### src/rtl/mul_24bit_array.sv
// Unsigned 24x24 array multiplier with a registered 48-bit product.
// The datapath has three combinational stages:
//   1. An AND-gate partial-product array.
//   2. A carry-save accumulation, one full-adder row per multiplier bit.
//   3. A final ripple carry-propagate adder.
// The product register gives exactly one cycle of latency.
module mul_24bit_array (
    input  logic        clk,
    input  logic        rst_n,
    input  logic [23:0] in1,
    input  logic [23:0] in2,
    output logic [47:0] out
);

    localparam int unsigned W  = 24;
    localparam int unsigned PW = 48;

    // Partial products: pp[i][j] = in1[j] & in2[i]
    logic [W-1:0]  pp [W];

    // Running carry-save state after each adder row
    logic [PW-1:0] acc_s [W];
    logic [PW-1:0] acc_c [W];
    logic [PW-1:0] row_addend;
    logic [1:0]    row_fa;

    // Final carry-propagate adder signals
    logic [PW-1:0] product;
    logic          cpa_carry;
    logic [1:0]    cpa_fa;

    // One-bit full adder, returns {carry, sum}
    function automatic logic [1:0] full_add(input logic a, input logic b, input logic ci);
        return {(a & b) | (a & ci) | (b & ci), a ^ b ^ ci};
    endfunction

    // AND-gate array: each multiplier bit gates a copy of the multiplicand
    always_comb begin
        pp = '{default: '0};
        for (int unsigned i = 0; i < W; i++) begin
            pp[i] = in1 & {W{in2[i]}};
        end
    end

    // Carry-save rows: row i folds pp[i] << i into the running sum/carry pair.
    // The carry out of bit 47 is dropped; the exact product always fits in 48 bits.
    always_comb begin
        acc_s      = '{default: '0};
        acc_c      = '{default: '0};
        row_addend = '0;
        row_fa     = '0;
        acc_s[0]   = {{W{1'b0}}, pp[0]};
        for (int unsigned i = 1; i < W; i++) begin
            row_addend = {{W{1'b0}}, pp[i]} << i;
            for (int unsigned k = 0; k < PW; k++) begin
                row_fa      = full_add(acc_s[i-1][k], acc_c[i-1][k], row_addend[k]);
                acc_s[i][k] = row_fa[0];
                if (k < PW - 1) begin
                    acc_c[i][k+1] = row_fa[1];
                end
            end
        end
    end

    // Ripple carry-propagate adder resolving the final sum/carry pair
    always_comb begin
        product   = '0;
        cpa_carry = 1'b0;
        cpa_fa    = '0;
        for (int unsigned k = 0; k < PW; k++) begin
            cpa_fa     = full_add(acc_s[W-1][k], acc_c[W-1][k], cpa_carry);
            product[k] = cpa_fa[0];
            cpa_carry  = cpa_fa[1];
        end
    end

    // Output register; asynchronous reset clears the product immediately
    always_ff @(posedge clk or negedge rst_n) begin
        if (!rst_n) begin
            out <= '0;
        end else begin
            out <= product;
        end
    end

endmodule

### config.mk
export PLATFORM = sky130hd
export DESIGN_NAME = mul_24bit_array
export DESIGN_NICKNAME = d
export VERILOG_FILES = /design/src/rtl/mul_24bit_array.sv
export SDC_FILE = /design/constraint.sdc
export NUM_CORES = 1
export LEC_CHECK = 0
export CAP_MARGIN = 20
export CORE_MARGIN = 2
export CORE_UTILIZATION = 45
export CTS_CLUSTER_SIZE = 12
export DETAILED_ROUTE_END_ITERATION = 12
export GPL_TIMING_DRIVEN = 1
export SYNTH_ARGS = -nofsm -noshare
export SYNTH_HDL_FRONTEND = slang
export SYNTH_SLANG_ARGS = --single-unit
### constraint.sdc
create_clock -name clk -period 0.8 [get_ports clk]
set_clock_uncertainty 0.15 [all_clocks]
set_input_delay 0.12 -clock clk [delete_from_list [all_inputs] [get_ports clk]]
set_output_delay 0.12 -clock clk [all_outputs]
set_load 0.005 [all_outputs]
==> results of run 1 <==
cells by family after synthesis:
kind of cell	after synthesis	synth area share (%)
DFF	48	7.262
and+or+nand+nor	576	21.03
buffers and inverters	223	5.984
adders and majority gates	552	65.72
cell usage in the layout (no fill, tap or decap), drive strengths merged:
master         Yosys  final
and2             526    526
buf               45    166
bufbuf             0      1
bufinv             0      2
clkbuf            51     11
clkdlybuf4s15      0      8
clkdlybuf4s50      0     21
dfrtp             48     48
diode              0      2
dlygate4sd2        0      5
dlygate4sd3        0      1
dlymetal6s2s       0      3
fa               528    528
ha                24     24
inv              127    128
nand2             50     50
worst min-delay path: cells and delay by family:
kind | cells | cell delay, ps
simple gates | 1 | 130
buf+inv | 2 | 230
cell usage after synthesis:
| master | number |
|---|---|
| and2_1 | 526 |
| ha_1 | 24 |
| clkbuf_2 | 51 |
| fa_1 | 528 |
| inv_1 | 127 |
| buf_4 | 13 |
| dfrtp_1 | 48 |
| buf_2 | 32 |
| nand2_1 | 50 |
layout make-up:
type	instances	area [um2]	area share (%)
Antenna cell	2	5.005	0.02560
Timing Repair Buffer	211	1969	10.07
Multi-Input combinational cell	1128	15120	77.34
Clock buffer	5	125.1	0.6399
Inverter	127	476.7	2.438
Tap cell	468	585.6	2.995
Sequential cell	48	1201	6.143
Clock inverter	3	68.82	0.3519
timing repair:
item	in CTS	in global routing
endpoints found under the setup margin	96	95
cloned	6	2
pin swaps	61	17
hold buffers	1	0
hold endpoints to repair	48	0
buffers inserted	10	1
resized for setup	453	64
worst max path at each step:
| stage | endpoint | slack (ps) | depth (start not counted) |
|---|---|---|---|
| after floorplan | out[46] | -18550 | 52 |
| after detailed placement | out[46] | -19440 | 53 |
| after global placement | out[46] | -19360 | 53 |
| after global routing | out[46] | -18600 | 53 |
| final | out[46] | -18240 | 53 |
| after CTS | out[46] | -18250 | 53 |
layer usage:
layer	up-vias	share of wire [%]	global-route usage (%)
li1	4260	-	-
met1	5272	41	19.96
met2	87	55	29.76
met3	22	2.6	2.304
met4	4	1.2	3.451
met5	-	0.099	0
stage by stage:
step                util [%]  hold slack [ps]  setup slack, ps
finish                 53.67            49.10           -18240
global route           53.65            44.52           -18600
CTS                    53.30            142.3           -18250
detailed placement     51.21           -24.54           -19440
global placement       51.21           -27.04           -19360
floorplan                  -           -325.6           -18550
==> flow_metrics.tcl, run 1 <==
set metrics [dict create \
    status "finished, violations left" \
    failed_checks "negative setup slack" \
    holdPathStages 3 \
    path_clk_slew_ps 70 \
    nets 2123 \
    setup_viol 94 \
    final_cells 1992 \
    fin_crit_sh_pct 2380 \
    grt_max_degree 49 \
    worstHoldEndpoint "out[0]" \
    gp_congestion 0.7613 \
    cp-end-kind "flip-flop" \
    synth_fp_nets 2001 \
    setup_ws_ps -18240 \
    path_max_fanout 7 \
    io-pin-count 98 \
    yosysWarningCount 0 \
    num-fill-cells 3183 \
    dieHeight_um 195.7 \
    worstSetupPathType "primary input to flip-flop" \
    grt_pass1_wl_um 50200 \
    cp.required_ps 850 \
    min_from "in2[0]" \
    grt_usage_pct 16.04 \
    area_delta_synth_final_pct 18.22 \
    min_path_type "primary input to flip-flop" \
    tns_ps -491580 \
    die-area_um2 38300 \
    worstSetupStartpointType "primary input" \
    wire_per_inst_um 14.14 \
    cts_max_level 2 \
    dr.pass1.iters 4 \
    max-clock-path-buffers 2 \
    wirelength_um 28180 \
    cpPeakStageDelay_ps 550 \
    drc 0 \
    rsz0062_at_grt "yes" \
    synth_top_area_share_pct 63.91 \
    syn_inst 1399 \
    grt_pass1_vias 11000 \
    synth_area_leaders "fa_1 (64%), and2_1 (20%), dfrtp_1 (7.3%), inv_1 (2.9%), ha_1 (1.8%)" \
    critical_path.most_common_cell "fa_2" \
    syn-cell-area_um2 16540 \
    slew-limit-headroom_pct 82.16 \
    largest_reg_flops 48 \
    drv_cap 0 \
    ys_types 9 \
    crit_family "adder cells" \
    design_area_um2 19550 \
    yosysSeqAreaShare_pct 7.262 \
    fmax_mhz 52.52 \
    period_needed_ps 19040 \
    gr-total-overflow 0 \
    cts_tree "built" \
    arrival_ps 19090 \
    place_hpwl_um 24210 \
    antenna_left 0 \
    root_buffer "clkbuf_16" \
    rows 70 \
    cts_buffers 5 \
    top_register "out" \
    io_buffers 97 \
    drive_above_1_share_pct 30.42 \
    via_count 9645 \
    crit_slowest_cell "fa_2" \
    synth_top_cell_by_area "fa_1" \
    slew_violations 0 \
    die_w_um 195.7 \
    ys_ff_latch 48 \
    vias_per_cell 4.842 \
    start_util_pct 45.39 \
    cts.sinks 48 \
    cp-startpoint "in2[0]" \
    core-area_um2 36430 \
    path_buf_inv 6 \
    hold_viol 0 \
    worst_pin_slew_ps 266.8 \
    place_area_um2 18660 \
    reg.largest.list "out: 48 flops" \
    antenna_found_initial 3 \
    avgSynthCellArea_um2 11.82 \
    drtIter0Drc 111 \
    dp_cells 1962 \
]
Power of run 1 is left out: the tool's default activity adds up to more than one toggle a clock period on the data nets, which glitch-free logic cannot reach.
==> run 2: changes to the inputs <==
Settings changed: CTS_CLUSTER_DIAMETER set to 50.
==> results of run 2 <==
No change in the layout: final DEF, timing and power equal those of run 1.
Power of run 2 is left out for the same reason.
==> run 3: changes to the inputs <==
Settings changed: SLEW_MARGIN set to 20.
Clock period 0.8 ns to 19.4 ns, I/O delays scaled along.
==> run 3 against run 2 <==
  * The run still ends with negative setup slack left
  * Design area decreased by 4.7%
  * Core utilization decreased by 2.5 points
  * Die area unchanged
  * Sequential cell count unchanged
==> flow_metrics.tcl, run 3 (synthesized netlist as in run 1, its figures left out) <==
set metrics [dict create \
    hold_viol 0 \
    grt_pass1_vias 10950 \
    setup_ws_ps -2631 \
    largest_reg_flops 48 \
    rows 70 \
    fin_crit_sh_pct 113.6 \
    area_delta_synth_final_pct 12.69 \
    drc 0 \
    cpPeakStageDelay_ps 560 \
    worstSetupPathType "primary input to flip-flop" \
    gr-total-overflow 0 \
    start_util_pct 45.39 \
    antenna_found_initial 3 \
    cp.required_ps 19450 \
    worst_pin_slew_ps 725.7 \
    antenna_left 0 \
    path_max_fanout 6 \
    drv_cap 0 \
    drive_above_1_share_pct 9.424 \
    layout_commonest_cell "and2_1" \
    cts_max_level 2 \
    io_buffers 97 \
    arrival_ps 22080 \
    max-clock-path-buffers 2 \
    num-fill-cells 3319 \
    wirelength_um 26420 \
    cp-end-kind "flip-flop" \
    cts_buffers 5 \
    status "finished, violations left" \
    min_path_type "primary input to asynchronous set/reset pin" \
    setup_viol 9 \
    fmax_mhz 45.39 \
    reg.largest.list "out: 48 flops" \
    top_register "out" \
    die_w_um 195.7 \
    core-area_um2 36430 \
    grt_max_degree 49 \
    place_hpwl_um 24120 \
    drtIter0Drc 132 \
    dr.pass1.iters 4 \
    nets 2076 \
    slew-limit-headroom_pct 51.47 \
    wire_per_inst_um 13.59 \
    holdWs_ps 2448 \
    cts.sinks 48 \
    grt_pass1_wl_um 49090 \
    die-area_um2 38300 \
    dieHeight_um 195.7 \
    root_buffer "clkbuf_16" \
    period_needed_ps 22030 \
    crit_slowest_cell "fa_2" \
    vias_per_cell 4.859 \
    via_count 9446 \
    slew_violations 0 \
    gp_congestion 0.7538 \
    failed_checks "negative setup slack" \
    io-pin-count 98 \
    critical_path.most_common_cell "fa_2" \
    holdBufCountCts 0 \
    worstSetupStartpointType "primary input" \
    cts_tree "built" \
    path_clk_slew_ps 60 \
    grt_usage_pct 15.39 \
    rsz0062_at_grt "yes" \
    mostFrequentLayoutCells "and2_1 (523), fa_1 (485), inv_1 (118)" \
]
==> run 3: changes by cell type in the layout (fill, tap and decap cells not counted), sizes merged, moves of 3 or more <==
cell and change:
clkbuf -3, clkdlybuf4s15 -7, bufbuf +3, buf -100, clkdlybuf4s50 +65
==> run 3: path summary, 6_finish.rpt <==
| path | from | to | cells past startpoint |
|---|---|---|---|
| max | in2[1] | out[46] | 53 |
| min | rst_n | out[23] | 1 |
| max in group asynchronous | rst_n | out[1] | 1 |
| min in group clk | in2[0] | out[0] | 4 |
==> run 3: critical path: cells and delay by family <==
kind / cells / cell delay [ps]
adder cells (fa/ha/maj): 46 / 18550
AND/OR/NAND/NOR: 1 / 140
buffers and inverters: 6 / 440
==> run 3: area by class of cell <==
class                      instances  area [um2]  share of cell area (%)
multi-input combinational       1128       14480                   77.70
timing repair buffer             164        1718                   9.217
sequential                        48        1201                   6.445
tap                              468       585.6                   3.142
inverter                         127       476.7                   2.558
clock buffer                       5       125.1                  0.6713
clock inverter                     3       47.55                  0.2551
antenna                            1       2.502                 0.01343
==> run 3: stage by stage <==
stage / area (um2) / cells / setup WS (ps) / utilization [%] / setup TNS (ps)
detailed placement: 18260 / 1926 / -3774 / 50.11 / -26610
CTS: 18600 / 1941 / -2745 / 51.04 / -15220
global route: 18640 / 1943 / -3085 / 51.15 / -18400
finish: 18640 / 1944 / -2631 / 51.15 / -14230
floorplan: 16660 / 1399 / -2751 / - / -15690
global placement: 18260 / 1926 / -3574 / 50.11 / -24680
==> run 3: metal layers <==
metal  track usage, %  up-vias  part of all wire [%]  wire length (um)
li1                 -     4160                     -                 -
met1            19.60     5209                    42             11050
met2            28.51       69                    55             14550
met3            1.977        8                   2.3               603
met4            2.778        0                  0.81               214
met5                0        -                     0                 0
==> run 3: timing repair <==
action,CTS,global route
buffers inserted,3,2
pin swaps,15,9
gates resized for setup,33,20
endpoints found under the setup margin,12,11
gates cloned,4,1
Power of run 3 is left out for the same reason.
